### src/rtl/man_pkg.sv
// Shared types and chip-mapping helper for the Manchester transmit path.
package man_pkg;

   typedef enum logic {IDLE = 1'b0, SHIFT = 1'b1} man_state_e;

   localparam logic [1:0] CHIP_ONE  = 2'b01;
   localparam logic [1:0] CHIP_ZERO = 2'b10;

   // Widest word man_expand handles; callers keep only the low 2*DATA_W bits.
   localparam int MAN_MAX_W      = 64;
   localparam int MAN_IDX_W      = $clog2(MAN_MAX_W);
   localparam int MAN_CHIP_IDX_W = MAN_IDX_W + 1;

   // Chip k in transmission order lands at bit k; each pair is sent left to right.
   function automatic logic [2*MAN_MAX_W-1:0] man_expand(
      input logic [MAN_MAX_W-1:0] data,
      input int                   data_w,
      input logic                 polarity,
      input logic                 msb_first
   );
      logic [2*MAN_MAX_W-1:0] chips;
      logic [1:0]             pair;
      logic                   b;
      chips = '0;
      for (int i = 0; i < MAN_MAX_W; i++) begin
         if (i < data_w) begin
            b    = msb_first ? data[MAN_IDX_W'(data_w - 1 - i)] : data[MAN_IDX_W'(i)];
            pair = (b ^ polarity) ? CHIP_ONE : CHIP_ZERO;
            chips[MAN_CHIP_IDX_W'(2*i)]     = pair[1];
            chips[MAN_CHIP_IDX_W'(2*i + 1)] = pair[0];
         end
      end
      return chips;
   endfunction

endpackage

### src/rtl/man_encoder_tx_fifo.sv
// Synchronous FIFO feeding the Manchester encoder; head word readable without a pop.
module man_fifo #(
   parameter int W     = 8,
   parameter int DEPTH = 4
) (
   input  logic                     clk_in,
   input  logic                     rst,
   input  logic                     push,
   input  logic                     pop,
   input  logic [W-1:0]             din,
   output logic [W-1:0]             dout,
   output logic                     full,
   output logic                     empty,
   output logic [$clog2(DEPTH):0]   level
);

   localparam int AW    = $clog2(DEPTH);
   localparam int LVL_W = AW + 1;

   logic [W-1:0]  mem [DEPTH];
   logic [AW-1:0] wr_ptr;
   logic [AW-1:0] rd_ptr;
   logic          push_ok;
   logic          pop_ok;

   assign full    = (level == LVL_W'(DEPTH));
   assign empty   = (level == '0);
   assign push_ok = push && !full;
   assign pop_ok  = pop && !empty;
   assign dout    = mem[rd_ptr];

   // Storage carries no reset; the pointers alone define what is valid.
   always_ff @(posedge clk_in) begin
      if (push_ok) mem[wr_ptr] <= din;
   end

   always_ff @(posedge clk_in or posedge rst) begin
      if (rst) begin
         wr_ptr <= '0;
         rd_ptr <= '0;
         level  <= '0;
      end else begin
         if (push_ok) wr_ptr <= wr_ptr + AW'(1);
         if (pop_ok)  rd_ptr <= rd_ptr + AW'(1);
         case ({push_ok, pop_ok})
            2'b10:   level <= level + LVL_W'(1);
            2'b01:   level <= level - LVL_W'(1);
            default: level <= level;
         endcase
      end
   end

endmodule

### src/rtl/man_encoder_tx.sv
// Manchester line encoder: FIFO-buffered words serialised as gapless chip streams.
//
// state | meaning
// IDLE  | line parked at IDLE_LVL, waiting for a queued word
// SHIFT | chips of a word on code; the next queued word is chained at the last chip
module man_encoder_tx
   import man_pkg::*;
#(
   parameter int   DATA_W     = 8,
   parameter int   HALF_DIV   = 150,
   parameter int   FIFO_DEPTH = 4,
   parameter bit   MSB_FIRST  = 1'b1,
   parameter logic IDLE_LVL   = 1'b0
) (
   input  logic                          clk_in,
   input  logic                          rst,
   input  logic                          in_valid,
   input  logic [DATA_W-1:0]             in_data,
   output logic                          in_ready,
   input  logic                          polarity,
   output logic                          code,
   output logic                          line_active,
   output logic                          frame_done,
   output logic                          busy,
   output logic [$clog2(FIFO_DEPTH):0]   fifo_level
);

   localparam int CHIPS = 2 * DATA_W;
   localparam int DIV_W = $clog2(HALF_DIV) + 1;
   localparam int CNT_W = $clog2(CHIPS) + 1;
   localparam logic [DIV_W-1:0] DIV_LAST = DIV_W'(HALF_DIV - 1);
   localparam logic [CNT_W-1:0] CNT_LAST = CNT_W'(CHIPS - 1);

   man_state_e state;
   man_state_e state_nxt;

   logic [DIV_W-1:0]       div_cnt;
   logic [CNT_W-1:0]       chip_cnt;
   logic [CHIPS-1:0]       sreg;
   logic [CHIPS-1:0]       chips_new;
   logic [2*MAN_MAX_W-1:0] exp_full_unused;
   logic [MAN_MAX_W-1:0]   data_ext;
   logic [DATA_W-1:0]      fifo_head;
   logic                   fifo_full;
   logic                   fifo_empty;
   logic                   push;
   logic                   load;
   logic                   advance;
   logic                   word_end;
   logic                   ready_en;

   assign push = in_valid && in_ready;

   man_fifo #(
      .W     (DATA_W),
      .DEPTH (FIFO_DEPTH)
   ) u_fifo (
      .clk_in (clk_in),
      .rst    (rst),
      .push   (push),
      .pop    (load),
      .din    (in_data),
      .dout   (fifo_head),
      .full   (fifo_full),
      .empty  (fifo_empty),
      .level  (fifo_level)
   );

   always_comb begin
      data_ext              = '0;
      data_ext[DATA_W-1:0]  = fifo_head;
   end

   // Polarity is only looked at here, so a mid-word change cannot reach the line.
   assign exp_full_unused = man_expand(data_ext, DATA_W, polarity, MSB_FIRST);
   assign chips_new       = exp_full_unused[CHIPS-1:0];

   always_ff @(posedge clk_in or posedge rst) begin
      if (rst) state <= IDLE;
      else     state <= state_nxt;
   end

   always_comb begin
      state_nxt = state;
      load      = 1'b0;
      advance   = 1'b0;
      word_end  = 1'b0;
      case (state)
         IDLE: begin
            if (!fifo_empty) begin
               load      = 1'b1;
               state_nxt = SHIFT;
            end
         end
         SHIFT: begin
            if (div_cnt == '0) begin
               if (chip_cnt != '0) begin
                  advance = 1'b1;
               end else begin
                  word_end = 1'b1;
                  if (!fifo_empty) load = 1'b1;
                  else             state_nxt = IDLE;
               end
            end
         end
         default: state_nxt = IDLE;
      endcase
   end

   always_comb begin
      line_active = (state == SHIFT);
      busy        = !fifo_empty || (state == SHIFT);
      in_ready    = ready_en && !fifo_full;
   end

   // Both counters run down to zero: div_cnt paces a chip, chip_cnt counts chips left.
   always_ff @(posedge clk_in or posedge rst) begin
      if (rst) begin
         div_cnt    <= '0;
         chip_cnt   <= '0;
         sreg       <= '0;
         code       <= IDLE_LVL;
         frame_done <= 1'b0;
         ready_en   <= 1'b0;
      end else begin
         ready_en   <= 1'b1;
         frame_done <= word_end;
         if (load) begin
            sreg     <= chips_new;
            code     <= chips_new[0];
            div_cnt  <= DIV_LAST;
            chip_cnt <= CNT_LAST;
         end else if (advance) begin
            sreg     <= {1'b0, sreg[CHIPS-1:1]};
            code     <= sreg[1];
            div_cnt  <= DIV_LAST;
            chip_cnt <= chip_cnt - CNT_W'(1);
         end else if (word_end) begin
            code     <= IDLE_LVL;
         end else if (state == SHIFT) begin
            div_cnt  <= div_cnt - DIV_W'(1);
         end
      end
   end

endmodule

### config.mk
export PLATFORM = sky130hd
export DESIGN_NAME = man_encoder_tx
export DESIGN_NICKNAME = d
export VERILOG_FILES = /design/src/rtl/man_pkg.sv /design/src/rtl/man_encoder_tx_fifo.sv /design/src/rtl/man_encoder_tx.sv
export SDC_FILE = /design/constraint.sdc
export NUM_CORES = 1
export LEC_CHECK = 0
export ABC_AREA = 0
export BUFFER_PORTS_ARGS = -buffer_cell sky130_fd_sc_hd__buf_2
export CAP_MARGIN = 20
export CORE_ASPECT_RATIO = 1.75
export CORE_MARGIN = 2
export CORE_UTILIZATION = 35
export DETAILED_ROUTE_END_ITERATION = 10
export SLEW_MARGIN = 20
export SYNTH_ARGS = -nofsm -noshare
export SYNTH_HDL_FRONTEND = slang
export SYNTH_HIERARCHICAL = 1
export SYNTH_SLANG_ARGS = --single-unit
### constraint.sdc
create_clock -name clk_in -period 5.6 [get_ports clk_in]
set_clock_uncertainty 0.2 [all_clocks]
set_input_delay 0.56 -clock clk_in [delete_from_list [all_inputs] [get_ports clk_in]]
set_output_delay 0.56 -clock clk_in [all_outputs]
set_load 0.01 [all_outputs]
==> results of run 1 <==
cells in the mapped netlist, types with 2 or more instances:
| library cell | instances |
|---|---|
| o21ai_0 | 6 |
| ha_1 | 7 |
| nor2_1 | 10 |
| mux4_2 | 8 |
| a21oi_1 | 6 |
| nand3_1 | 2 |
| a2111oi_0 | 2 |
| a2bb2oi_1 | 2 |
| nand2_1 | 12 |
| a31oi_1 | 3 |
| and2_2 | 4 |
| dfrtp_1 | 40 |
| inv_1 | 15 |
| o221a_2 | 12 |
| xnor2_1 | 5 |
| buf_2 | 3 |
| clkbuf_1 | 4 |
| mux2i_1 | 3 |
| xor2_1 | 11 |
| mux2_4 | 2 |
| nand4_1 | 2 |
| or3_1 | 2 |
| or2_2 | 6 |
| edfxtp_1 | 32 |
| nor3_1 | 4 |
final cells by class:
class | count | share of cell area, %
clock buffers | 10 | 5.94
clock inverters | 6 | 2.40
inverters | 16 | 1.56
multi-input cells | 141 | 32.2
flip-flops and latches | 72 | 50.9
well taps | 122 | 3.96
repair buffers | 22 | 3.11
sequential cells by signal, indices dropped and copies added (netlist names):
| signal | cells |
|---|---|
| u_fifo/wr_ptr | 2 |
| line_active | 1 |
| u_fifo/mem | 32 |
| sreg | 15 |
| code | 1 |
| u_fifo/level | 3 |
| frame_done | 1 |
| div_cnt | 9 |
| chip_cnt | 5 |
| u_fifo/rd_ptr | 2 |
| ready_en | 1 |
worst paths after layout:
kind                                     to  slack (ps)       startpoint  depth (start not counted)
setup / recovery            u_fifo/level[2]        2000  u_fifo/level[0]                         12
hold reg to reg                    sreg[15]         320         sreg[15]                          2
min in group asynchronous   u_fifo/level[1]         530              rst                          3
hold / removal             u_fifo/mem[0][4]         240       in_data[4]                          1
max in group asynchronous           sreg[6]        4190              rst                          4
setup reg to reg            u_fifo/level[2]        2000  u_fifo/level[0]                         12
layer usage:
metal	vias up	global-route usage (%)
met4	0	7.04
met2	34	22.9
met5	-	0
li1	942	-
met1	1003	14.2
met3	14	3.75
cells by family after synthesis:
family / Yosys count
AND/OR/NAND/NOR: 57
flip-flops: 72
multiplexers: 13
adder cells (fa/ha/maj): 8
buffers and inverters: 26
XOR/XNOR: 16
AO/OA/AOI/OAI: 46
other: 1
power breakdown:
part	switching (mW)	leakage [nW]	total, mW	internal, mW
sequential	0.0345	0.747	0.640	0.606
combinational	0.0931	0.598	0.167	0.0736
clock	0.216	0.149	0.608	0.392
stage by stage:
| step | util (%) | worst slack [ps] |
|---|---|---|
| after global routing | 41.2 | 1720 |
| final | 41.2 | 2000 |
| after global placement | 37.7 | 2240 |
| after CTS | 41.2 | 2040 |
| after floorplan | - | 2800 |
| after detailed placement | 37.7 | 2050 |
worst max-delay path, stage by stage, from the launching register on:
cell	delay [ps]
dfrtp_1	450
nor3_1	820
nor2_1	200
a41oi_1	240
buf_4	220
clkinv_1	280
o31a_2	240
ha_1	210
inv_1	80
fa_1	180
xor2_1	150
nor2_1	60
xor2_1	140
cells in the final DEF, fill, tap and decap left out, types with 5 or more instances in the layout:
cell type	synthesis	layout
a21oi_1	6	6
buf_2	3	19
clkbuf_16	0	9
dfrtp_1	40	40
edfxtp_1	32	32
ha_1	7	7
inv_1	15	15
mux4_2	8	8
nand2_1	12	12
nor2_1	10	10
o21ai_0	6	6
o221a_2	12	12
or2_2	6	6
xnor2_1	5	5
xor2_1	11	11
==> impl_metrics.prom, run 1 <==
# TYPE chip_impl_metric gauge
chip_impl_metric{name="cts_made_buffers",unit=""} 9
chip_impl_metric{name="fin_max_slew_vios",unit=""} 0
chip_impl_metric{name="yosys_warnings",unit=""} 6
chip_impl_metric{name="std_cell_rows",unit=""} 47
chip_impl_info{name="critical_path.startpoint_type",value="register"} 1
chip_impl_info{name="synth_area_leader_cell",value="dfrtp_1"} 1
chip_impl_metric{name="clock_pin_slew_reported_for_the_worst_setup_and_hold_paths_after_clock_tree_synthesis",unit="ps"} 60
chip_impl_info{name="cts-root-buf",value="clkbuf_16"} 1
chip_impl_info{name="status",value="complete, no violations"} 1
chip_impl_info{name="critical_path_class",value="register to register"} 1
chip_impl_metric{name="vias",unit=""} 1993
chip_impl_metric{name="synth_seq_area_share",unit="%"} 59.2
chip_impl_metric{name="post_cts_sizing",unit=""} 0
chip_impl_metric{name="wl_met3",unit="um"} 173
chip_impl_metric{name="gp_congestion",unit=""} 0.791
chip_impl_metric{name="grt_first_pass_wirelength",unit="mm"} 10.3
chip_impl_metric{name="setup_viol",unit=""} 0
chip_impl_metric{name="detailed_place_hpwl",unit="mm"} 4.35
chip_impl_metric{name="die_area",unit="um2"} 10300
chip_impl_metric{name="filler_cell_count",unit=""} 861
chip_impl_metric{name="synth_area",unit="um2"} 3320
chip_impl_metric{name="synth.mux.area_fraction",unit="%"} 7.25
chip_impl_metric{name="drc",unit=""} 0
chip_impl_metric{name="compound_cell_area_share_of_the_yosys_netlist",unit="%"} 12.2
chip_impl_metric{name="yosysUniqueCellTypes",unit=""} 61
chip_impl_metric{name="asyncSetResetFlopFracSynth",unit="%"} 55.6
chip_impl_metric{name="max_cap_violations",unit=""} 0
chip_impl_metric{name="yosys_register_bits",unit=""} 72
chip_impl_metric{name="pd_cells",unit="nW/um2"} 367
chip_impl_metric{name="total_area_of_multi_input_combinational_cells",unit="um2"} 1240
chip_impl_info{name="dominantRegCellSynth",value="dfrtp_1"} 1
chip_impl_metric{name="placed_cell_area",unit="um2"} 3520
chip_impl_metric{name="final_total_pwr",unit="mW"} 1.41
chip_impl_metric{name="clockBufferDepth",unit=""} 2
chip_impl_metric{name="grt.total_usage",unit="%"} 13.2
chip_impl_metric{name="grt_overflow",unit=""} 0
chip_impl_metric{name="grt_pass1_vias",unit=""} 2074
chip_impl_metric{name="cts_hold_repair.buffers",unit=""} 1
chip_impl_metric{name="tightest_slew",unit="ps"} 977
chip_impl_metric{name="report.final.hold_viol_count",unit=""} 0
chip_impl_metric{name="worstPathRequired",unit="ps"} 5610
chip_impl_metric{name="ant_nets",unit=""} 0
chip_impl_metric{name="post_drt_wl_per_cell",unit="um"} 15.4
chip_impl_metric{name="setup_tns",unit="ps"} 0
chip_impl_metric{name="routed_wl",unit="mm"} 5.98
chip_impl_metric{name="number_of_top_level_design_ports",unit=""} 20
chip_impl_metric{name="final_design_area_no_fill",unit="um2"} 3860
chip_impl_metric{name="syn_area_per_cell",unit="um2"} 13.9
chip_impl_metric{name="violation_count_after_the_first_detailed_routing_iteration",unit=""} 105
chip_impl_metric{name="post_synth_inst_count",unit=""} 239
chip_impl_metric{name="grt_max_degree",unit=""} 34
chip_impl_metric{name="worst-path-max-fanout",unit=""} 12
chip_impl_metric{name="start_util",unit="%"} 35.5
chip_impl_metric{name="buffer_ports.inserted",unit=""} 19
chip_impl_info{name="unrepaired_setup_endpoints_after_global_routing",value="no"} 1
chip_impl_metric{name="hold_slack",unit="ps"} 242
chip_impl_info{name="top_signal_layer_used",value="met4"} 1
chip_impl_metric{name="cp.arrival",unit="ps"} 3610
chip_impl_metric{name="fraction_of_layout_instances_using_a_drive_strength_above_1",unit="%"} 30.0
chip_impl_metric{name="irDropWorstVdd",unit="uV"} 340
chip_impl_metric{name="layout.nets",unit=""} 282
chip_impl_metric{name="tcrit_tclk_final",unit="%"} 64.3
chip_impl_metric{name="synth_adder_area_share",unit="%"} 3.25
chip_impl_metric{name="layout.area.seq",unit="um2"} 1960
chip_impl_metric{name="number_of_setup_buffers_added_after_cts",unit=""} 0
chip_impl_info{name="post_synth_main_area_contributors",value="dfrtp_1 30%, edfxtp_1 29%, mux4_2 5.4%"} 1
chip_impl_metric{name="coreArea",unit="um2"} 9350
chip_impl_metric{name="synth_enable_flop_cells",unit=""} 32
chip_impl_info{name="worst_setup_path_end_kind",value="register"} 1
chip_impl_metric{name="worst_skew_pair.late_latency",unit="ps"} 330
chip_impl_metric{name="antenna_cells",unit=""} 0
chip_impl_metric{name="max-slew-margin-rel",unit="%"} 34.3
chip_impl_metric{name="grt_antenna_before_repair",unit=""} 0
chip_impl_metric{name="fp.dieW",unit="um"} 77.6
chip_impl_metric{name="mappedNetlistNets",unit=""} 259
chip_impl_metric{name="clock-sinks",unit=""} 72
chip_impl_metric{name="placedCellCount",unit=""} 372
chip_impl_metric{name="floorplan.die.height",unit="um"} 133
chip_impl_metric{name="met1Wirelength",unit="mm"} 2.33
chip_impl_metric{name="area_delta_synth_final",unit="%"} 16.3
chip_impl_metric{name="detailed_router_iteration_count_before_antenna_repair",unit=""} 4
chip_impl_info{name="hp-class",value="primary input to register"} 1
chip_impl_metric{name="final_period_minus_worst_setup_slack",unit="ps"} 3600
chip_impl_metric{name="yosys.area.top_type_share",unit="%"} 30.2
chip_impl_metric{name="detail_route.vias_per_cell",unit=""} 5.12
chip_impl_metric{name="synth_simple_gate_area_share",unit="%"} 10.4
chip_impl_metric{name="synth_xor_area_share",unit="%"} 4.23
chip_impl_metric{name="layout.cells.non_filler",unit=""} 389
chip_impl_info{name="combinational_family_with_the_most_area_after_synthesis",value="compound AO/OA/AOI/OAI gates"} 1
chip_impl_metric{name="cts_max_level",unit=""} 3
chip_impl_metric{name="routed-wl-met2",unit="mm"} 3.31
chip_impl_metric{name="cell_leakage_power",unit="nW"} 1.49
chip_impl_info{name="cts_tree",value="yes"} 1
chip_impl_metric{name="fmax",unit="GHz"} 0.278
No activity file was read; power rests on OpenSTA's default activity.
==> run 2: changes to the inputs <==
--- a/config.mk
+++ b/config.mk
@@ -5,7 +5,7 @@
 export SDC_FILE = /design/constraint.sdc
 export NUM_CORES = 1
 export LEC_CHECK = 0
-export ABC_AREA = 0
+export ABC_AREA = 1
 export BUFFER_PORTS_ARGS = -buffer_cell sky130_fd_sc_hd__buf_2
 export CAP_MARGIN = 20
 export CORE_ASPECT_RATIO = 1.75
==> constraint.sdc (replaced) <==
create_clock -name clk_in -period 2.9 [get_ports clk_in]
set_clock_uncertainty 0.2 [all_clocks]
set_input_delay 0.29 -clock clk_in [delete_from_list [all_inputs] [get_ports clk_in]]
set_output_delay 0.29 -clock clk_in [all_outputs]
set_load 0.01 [all_outputs]
==> run 2 against run 1 <==
Sequential power up 140%. Total power rose to 2.6 times the previous value. Maximum frequency up 37%. Via count up 29%. First-iteration DRC count up 2.9%. Hold slack worse by 34 ps. Largest power group unchanged. Highest routed layer unchanged.
==> impl_metrics.prom, run 2 <==
# TYPE chip_impl_metric gauge
chip_impl_metric{name="filler_cell_count",unit=""} 995
chip_impl_info{name="path_cells",value="inv_1 > ha_1 > nand2_2 > nor2_4 > nand3_2 > nand2_4 > nand2_4 > inv_2 > nand2_1 > inv_1 > ha_1 > inv_1 > fa_1 > nand2_1 > nand3_1 > nand2_1 > nand2_1"} 1
chip_impl_info{name="cts-root-buf",value="clkbuf_16"} 1
chip_impl_metric{name="irDropWorstVdd",unit="uV"} 442
chip_impl_metric{name="final_period_minus_worst_setup_slack",unit="ps"} 2620
chip_impl_metric{name="worstPathRequired",unit="ps"} 2920
chip_impl_metric{name="std_cell_rows",unit=""} 48
chip_impl_metric{name="die_area",unit="um2"} 11000
chip_impl_metric{name="yosysUniqueCellTypes",unit=""} 32
chip_impl_metric{name="mappedNetlistNets",unit=""} 404
chip_impl_metric{name="worst-path-max-fanout",unit=""} 7
chip_impl_metric{name="start_util",unit="%"} 35.9
chip_impl_metric{name="yosys_warnings",unit=""} 6
chip_impl_metric{name="coreArea",unit="um2"} 9850
chip_impl_metric{name="fin_max_slew_vios",unit=""} 0
chip_impl_metric{name="buffer_ports.inserted",unit=""} 19
chip_impl_info{name="min_to",value="u_fifo/wr_ptr[1]"} 1
chip_impl_metric{name="grt_antenna_before_repair",unit=""} 0
chip_impl_metric{name="grt.total_usage",unit="%"} 13.7
chip_impl_info{name="dominantRegCellSynth",value="dfrtp_1"} 1
chip_impl_metric{name="layout.nets",unit=""} 439
chip_impl_metric{name="cp.arrival",unit="ps"} 2640
chip_impl_info{name="timing.rr.start",value="div_cnt[0]"} 1
chip_impl_metric{name="clock_pin_slew_reported_for_the_worst_setup_and_hold_paths_after_clock_tree_synthesis",unit="ps"} 60
chip_impl_metric{name="cts_max_level",unit=""} 3
chip_impl_info{name="worstReg2RegEnd",value="u_fifo/level[2]"} 1
chip_impl_metric{name="fp.dieW",unit="um"} 80.0
chip_impl_info{name="synthMostInstantiatedCell",value="nand2_1"} 1
chip_impl_metric{name="gp_congestion",unit=""} 0.801
chip_impl_metric{name="setup_viol",unit=""} 0
chip_impl_metric{name="synth_area",unit="um2"} 3540
chip_impl_metric{name="yosys_register_bits",unit=""} 72
chip_impl_metric{name="reg2reg_slack",unit="ps"} 280
chip_impl_metric{name="fraction_of_layout_instances_using_a_drive_strength_above_1",unit="%"} 13.5
chip_impl_metric{name="grt_max_degree",unit=""} 35
chip_impl_metric{name="clock-sinks",unit=""} 72
chip_impl_metric{name="synth_xor_area_share",unit="%"} 2.97
chip_impl_metric{name="post_synth_inst_count",unit=""} 384
chip_impl_metric{name="report.final.hold_viol_count",unit=""} 0
chip_impl_info{name="ys_top_cells_by_count",value="119 x nand2_1, 56 x inv_1, 40 x dfrtp_1"} 1
chip_impl_metric{name="fmax",unit="GHz"} 0.381
chip_impl_metric{name="vias",unit=""} 2573
chip_impl_metric{name="layout.area.seq",unit="um2"} 1960
chip_impl_metric{name="compound_cell_area_share_of_the_yosys_netlist",unit="%"} 5.91
chip_impl_metric{name="antenna_cells",unit=""} 0
chip_impl_metric{name="pd_cells",unit="nW/um2"} 893
chip_impl_metric{name="synth.mux.area_fraction",unit="%"} 0
chip_impl_metric{name="yosys.area.top_type_share",unit="%"} 28.3
chip_impl_metric{name="detailed_router_iteration_count_before_antenna_repair",unit=""} 4
chip_impl_info{name="cts_tree",value="yes"} 1
chip_impl_info{name="top_register",value="u_fifo/mem"} 1
chip_impl_metric{name="syn_area_per_cell",unit="um2"} 9.21
chip_impl_metric{name="hold_slack",unit="ps"} 207
chip_impl_info{name="unrepaired_setup_endpoints_after_global_routing",value="no"} 1
chip_impl_info{name="layout_commonest_cell",value="nand2_1"} 1
chip_impl_metric{name="largest_reg_flops",unit=""} 32
chip_impl_metric{name="detail_route.vias_per_cell",unit=""} 4.70
chip_impl_metric{name="ant_nets",unit=""} 0
chip_impl_info{name="post_synth_main_area_contributors",value="dfrtp_1 28%, edfxtp_1 27%, nand2_1 13%"} 1
chip_impl_metric{name="cell_leakage_power",unit="nW"} 2.00
chip_impl_metric{name="grt_overflow",unit=""} 0
chip_impl_metric{name="rr_worst_depth",unit=""} 17
chip_impl_info{name="worst_setup_path_end_kind",value="register"} 1
chip_impl_metric{name="cts_made_buffers",unit=""} 9
chip_impl_metric{name="synth_seq_area_share",unit="%"} 55.4
chip_impl_metric{name="max_cap_violations",unit=""} 0
chip_impl_metric{name="synth_simple_gate_area_share",unit="%"} 23.6
chip_impl_metric{name="tcrit_tclk_final",unit="%"} 90.5
chip_impl_metric{name="asyncSetResetFlopFracSynth",unit="%"} 55.6
chip_impl_metric{name="number_of_top_level_design_ports",unit=""} 20
chip_impl_metric{name="worst_skew_pair.late_latency",unit="ps"} 330
chip_impl_info{name="status",value="complete, no violations"} 1
chip_impl_metric{name="whs_path_depth",unit=""} 4
chip_impl_metric{name="grt_pass1_vias",unit=""} 2554
chip_impl_metric{name="synth_enable_flop_cells",unit=""} 32
chip_impl_info{name="combinational_family_with_the_most_area_after_synthesis",value="simple AND/OR/NAND/NOR gates"} 1
chip_impl_metric{name="synth_adder_area_share",unit="%"} 3.04
chip_impl_metric{name="drc",unit=""} 0
chip_impl_metric{name="max-slew-margin-rel",unit="%"} 65.3
chip_impl_info{name="cp_common_cell",value="nand2_1"} 1
chip_impl_metric{name="post_drt_wl_per_cell",unit="um"} 12.4
chip_impl_metric{name="violation_count_after_the_first_detailed_routing_iteration",unit=""} 108
chip_impl_info{name="hp-class",value="primary input to register"} 1
chip_impl_metric{name="tightest_slew",unit="ps"} 520
chip_impl_metric{name="total_area_of_multi_input_combinational_cells",unit="um2"} 1260
chip_impl_info{name="critPathSlowestCell",value="dfrtp_1"} 1
chip_impl_metric{name="grt_first_pass_wirelength",unit="mm"} 11.4
chip_impl_metric{name="area_delta_synth_final",unit="%"} 16.9
chip_impl_info{name="critical_path.startpoint_type",value="register"} 1
chip_impl_metric{name="crit_path_max_incr_delay",unit="ps"} 380
chip_impl_metric{name="clockBufferDepth",unit=""} 2
chip_impl_info{name="synth_area_leader_cell",value="dfrtp_1"} 1
chip_impl_metric{name="setup_tns",unit="ps"} 0
chip_impl_info{name="hp-start",value="in_valid"} 1
chip_impl_metric{name="final_total_pwr",unit="mW"} 3.70
chip_impl_info{name="layout.cells.most_common_list",value="119 x nand2_1, 56 x inv_1, 40 x dfrtp_1"} 1
chip_impl_info{name="critical_path_class",value="register to register"} 1
chip_impl_info{name="reg.largest.list",value="u_fifo/mem x32, sreg x15, div_cnt x9"} 1
chip_impl_metric{name="floorplan.die.height",unit="um"} 137
chip_impl_metric{name="routed_wl",unit="mm"} 6.78
chip_impl_metric{name="detailed_place_hpwl",unit="mm"} 4.89
## run 2: final cells by class
class | count | area share, %
sequential | 72 | 47.4
clock buffer | 9 | 5.44
timing repair buffer | 36 | 5.93
multi-input combinational | 240 | 30.5
inverter | 60 | 5.44
clock inverter | 6 | 1.48
tap | 125 | 3.78
## run 2: stage by stage
step / setup WS (ps) / util [%] / std cells / area [um2]
after floorplan: 413 / - / 384 / 3540
after global placement: 397 / 38.2 / 524 / 3760
after detailed placement: 285 / 38.2 / 524 / 3760
after CTS: 282 / 42.0 / 548 / 4140
after global routing: 85.2 / 42.0 / 548 / 4140
final: 276 / 42.0 / 548 / 4140
## run 2: repair_timing
item / 4_1_cts / 5_1_grt
resized for setup: 0 / 0
setup buffers: 0 / 0
hold buffers: 9 / 0
hold endpoints to repair: 72 / 0
## run 2: cell families (layout without fill, tap and decap cells)
family,Yosys count,after routing
adders and majority gates,8,8
AOI/OAI and AO/OA,31,31
other,1,1
DFF,72,72
xor gates and xnor gates,12,12
buffers and inverters,72,111
and+or+nand+nor,188,188
## run 2: worst max-delay path by stage
stage                     cells past startpoint              end  slack (ps)        from
after CTS                                    17  u_fifo/level[2]         280  div_cnt[0]
after global routing                         17  u_fifo/level[2]          90  div_cnt[0]
after global placement                       17  u_fifo/level[2]         400  div_cnt[0]
after floorplan                              17  u_fifo/level[2]         410  div_cnt[0]
final                                        17  u_fifo/level[2]         280  div_cnt[0]
after detailed placement                     17  u_fifo/level[2]         280  div_cnt[0]
## run 2: critical path: cells and delay by family, from the launching register on
| family | cells | cell delay (ps) |
|---|---|---|
| buf+inv | 4 | 290 |
| flops | 1 | 380 |
| fa+ha+maj | 3 | 740 |
| simple gates | 10 | 900 |
## run 2: where the power goes
part / leakage, nW / internal [mW] / switching, mW
registers: 0.767 / 1.36 / 0.192
clock network: 0.133 / 0.655 / 0.409
logic: 1.10 / 0.424 / 0.652
total: 2.00 / 2.44 / 1.25
## run 2: routing by layer
metal | vias to the layer above | global-route usage (%) | routed length (um)
met4 | 0 | 8.85 | 233
met5 | - | 0 | 0
met2 | 36 | 24.3 | 3670
li1 | 1294 | - | -
met3 | 19 | 3.63 | 196
met1 | 1224 | 13.8 | 2690
==> run 3: changes to the inputs <==
--- a/config.mk
+++ b/config.mk
@@ -6,12 +6,12 @@
 export NUM_CORES = 1
 export LEC_CHECK = 0
 export ABC_AREA = 1
-export BUFFER_PORTS_ARGS = -buffer_cell sky130_fd_sc_hd__buf_2
 export CAP_MARGIN = 20
 export CORE_ASPECT_RATIO = 1.75
 export CORE_MARGIN = 2
 export CORE_UTILIZATION = 35
 export DETAILED_ROUTE_END_ITERATION = 10
+export DONT_BUFFER_PORTS = 1
 export SLEW_MARGIN = 20
 export SYNTH_ARGS = -nofsm -noshare
 export SYNTH_HDL_FRONTEND = slang
==> run 3 against run 2 <==
Flip-flop and latch count unchanged. Combinational power is 5% lower. Sequential share of layout area increased by 0.41 points. Setup slack gained 67 ps. Cell area fell by 0.85%. Global-route usage is essentially flat. Final cell count shrank 2.7%. Total power increased by 2.3%. Hold slack got worse by 190 ps. Sequential power is essentially flat. Largest cell class unchanged.
==> impl_metrics.prom, run 3 (synthesis results as in run 2) <==
# TYPE chip_impl_metric gauge
chip_impl_metric{name="routed_wl",unit="mm"} 6.58
chip_impl_info{name="critical_path_class",value="register to register"} 1
chip_impl_metric{name="detailed_place_hpwl",unit="mm"} 4.70
chip_impl_metric{name="grt_antenna_before_repair",unit=""} 0
chip_impl_metric{name="cell_leakage_power",unit="nW"} 1.96
chip_impl_metric{name="final_period_minus_worst_setup_slack",unit="ps"} 2560
chip_impl_metric{name="ant_nets",unit=""} 0
chip_impl_metric{name="cts_made_buffers",unit=""} 9
chip_impl_metric{name="grt_pass1_vias",unit=""} 2437
chip_impl_info{name="worst_setup_path_end_kind",value="register"} 1
chip_impl_metric{name="tcrit_tclk_final",unit="%"} 88.2
chip_impl_metric{name="setup_tns",unit="ps"} 0
chip_impl_metric{name="floorplan.die.height",unit="um"} 137
chip_impl_metric{name="worst_skew_pair.late_latency",unit="ps"} 330
chip_impl_metric{name="start_util",unit="%"} 35.9
chip_impl_metric{name="post_drt_wl_per_cell",unit="um"} 12.4
chip_impl_metric{name="report.final.hold_viol_count",unit=""} 0
chip_impl_metric{name="cp.arrival",unit="ps"} 2580
chip_impl_metric{name="clock-sinks",unit=""} 72
chip_impl_metric{name="post_cts_sizing",unit=""} 0
chip_impl_metric{name="number_of_top_level_design_ports",unit=""} 20
chip_impl_metric{name="reg2reg_slack",unit="ps"} 340
chip_impl_metric{name="coreArea",unit="um2"} 9850
chip_impl_metric{name="final_design_area_no_fill",unit="um2"} 4100
chip_impl_info{name="status",value="complete, no violations"} 1
chip_impl_info{name="critPathSlowestCell",value="fa_1"} 1
chip_impl_metric{name="fraction_of_layout_instances_using_a_drive_strength_above_1",unit="%"} 10.3
chip_impl_metric{name="area_delta_synth_final",unit="%"} 15.9
chip_impl_metric{name="grt.total_usage",unit="%"} 13.7
chip_impl_metric{name="placedCellCount",unit=""} 507
chip_impl_info{name="cts-root-buf",value="clkbuf_16"} 1
chip_impl_metric{name="setup_viol",unit=""} 0
chip_impl_info{name="unrepaired_setup_endpoints_after_global_routing",value="no"} 1
chip_impl_metric{name="fp.dieW",unit="um"} 80.0
chip_impl_metric{name="fmax",unit="GHz"} 0.391
chip_impl_metric{name="cts_max_level",unit=""} 3
chip_impl_metric{name="worst-path-max-fanout",unit=""} 7
chip_impl_metric{name="drc",unit=""} 0
chip_impl_metric{name="grt_first_pass_wirelength",unit="mm"} 11.3
chip_impl_metric{name="irDropWorstVdd",unit="uV"} 780
chip_impl_metric{name="worstPathRequired",unit="ps"} 2920
chip_impl_metric{name="violation_count_after_the_first_detailed_routing_iteration",unit=""} 84
chip_impl_metric{name="vias",unit=""} 2453
chip_impl_metric{name="clockBufferDepth",unit=""} 2
chip_impl_metric{name="buffer_ports.inserted",unit=""} 0
chip_impl_metric{name="grt_overflow",unit=""} 0
chip_impl_metric{name="crit_path_max_incr_delay",unit="ps"} 380
chip_impl_info{name="cp_common_cell",value="nand2_1"} 1
chip_impl_info{name="path_cells",value="inv_1 > ha_1 > nand2_2 > nor2_4 > nand3_2 > nand2_4 > nand2_4 > inv_2 > nand2_1 > inv_1 > ha_1 > inv_1 > fa_1 > nand2_1 > nand3_1 > nand2_1 > nand2_1"} 1
chip_impl_info{name="top_register",value="u_fifo/mem"} 1
chip_impl_metric{name="placed_cell_area",unit="um2"} 3680
chip_impl_metric{name="layout.cells.non_filler",unit=""} 533
chip_impl_metric{name="layout.nets",unit=""} 423
chip_impl_info{name="reg.largest.list",value="u_fifo/mem x32, sreg x15, div_cnt x9"} 1
chip_impl_metric{name="antenna_cells",unit=""} 0
chip_impl_metric{name="largest_reg_flops",unit=""} 32
chip_impl_metric{name="std_cell_rows",unit=""} 48
chip_impl_metric{name="max_cap_violations",unit=""} 0
chip_impl_info{name="layout_commonest_cell",value="nand2_1"} 1
chip_impl_info{name="hp-class",value="primary input to register"} 1
chip_impl_metric{name="clock_pin_slew_reported_for_the_worst_setup_and_hold_paths_after_clock_tree_synthesis",unit="ps"} 60
chip_impl_info{name="critical_path.startpoint_type",value="register"} 1
chip_impl_metric{name="grt_max_degree",unit=""} 37
chip_impl_metric{name="fin_max_slew_vios",unit=""} 0
chip_impl_metric{name="detail_route.vias_per_cell",unit=""} 4.60
chip_impl_metric{name="pd_cells",unit="nW/um2"} 922
chip_impl_metric{name="gp_congestion",unit=""} 0.772
chip_impl_info{name="cts_tree",value="yes"} 1
chip_impl_metric{name="detailed_router_iteration_count_before_antenna_repair",unit=""} 4
chip_impl_info{name="layout.cells.most_common_list",value="119 x nand2_1, 56 x inv_1, 40 x dfrtp_1"} 1
chip_impl_metric{name="die_area",unit="um2"} 11000
run 3: cell count changes in the layout (fill, tap and decap cells not counted), sizes merged:
cell	before	now
clkinv	3	1
bufinv	1	2
buf	27	10
inv	60	61
clkbuf	9	10
dlygate4sd3	9	10
run 3: per-stage QoR:
stage	worst slack [ps]	total power, mW	utilization (%)	hold slack [ps]
6_report	343	3.78	41.6	13.4
5_1_grt	67.6	4.07	41.6	27.4
4_1_cts	330	3.84	41.6	2.33
3_5_place_dp	358	2.62	37.4	-59.3
3_3_place_gp	406	2.57	37.4	-58.1
2_1_floorplan	413	2.42	-	-107
run 3: what timing repair did:
item                                   4_1_cts  5_1_grt
hold buffers                                10        0
endpoints found under the hold margin       76        0
buffers inserted                             0        0
run 3: worst paths after layout:
path,from,end,cells past startpoint
hold reg to reg,div_cnt[0],div_cnt[0],2
min in group asynchronous,rst,u_fifo/wr_ptr[0],2
hold / removal,polarity,sreg[3],3
setup / recovery,div_cnt[1],u_fifo/level[2],17
max in group asynchronous,rst,sreg[7],3
setup reg to reg,div_cnt[1],u_fifo/level[2],17
run 3: layer usage:
metal / share of wire [%] / vias up / GRT usage (%)
li1: - / 1269 / -
met1: 40 / 1150 / 14.4
met2: 55 / 26 / 24.9
met3: 2.9 / 8 / 3.89
met4: 2.1 / 0 / 6.31
met5: 0 / - / 0
run 3: area by class of cell:
class | count | area [um2]
clock buffer | 10 | 229
multi-input combinational | 240 | 1260
sequential | 72 | 1960
tap | 125 | 156
clock inverter | 6 | 92.6
timing repair buffer | 20 | 175
inverter | 60 | 225
fill | 986 | 5750
run 3: critical path, delay by kind of cell, from the launching register on:
kind | cells | cell delay (ps)
fa+ha+maj | 3 | 730
simple gates | 10 | 890
flops | 1 | 370
buf+inv | 4 | 280
run 3: report_power, final:
part	internal [mW]	switching, mW	leakage [nW]
registers	1.36	0.206	0.767
logic	0.404	0.622	1.04
clock network	0.757	0.429	0.149
total	2.52	1.26	1.96
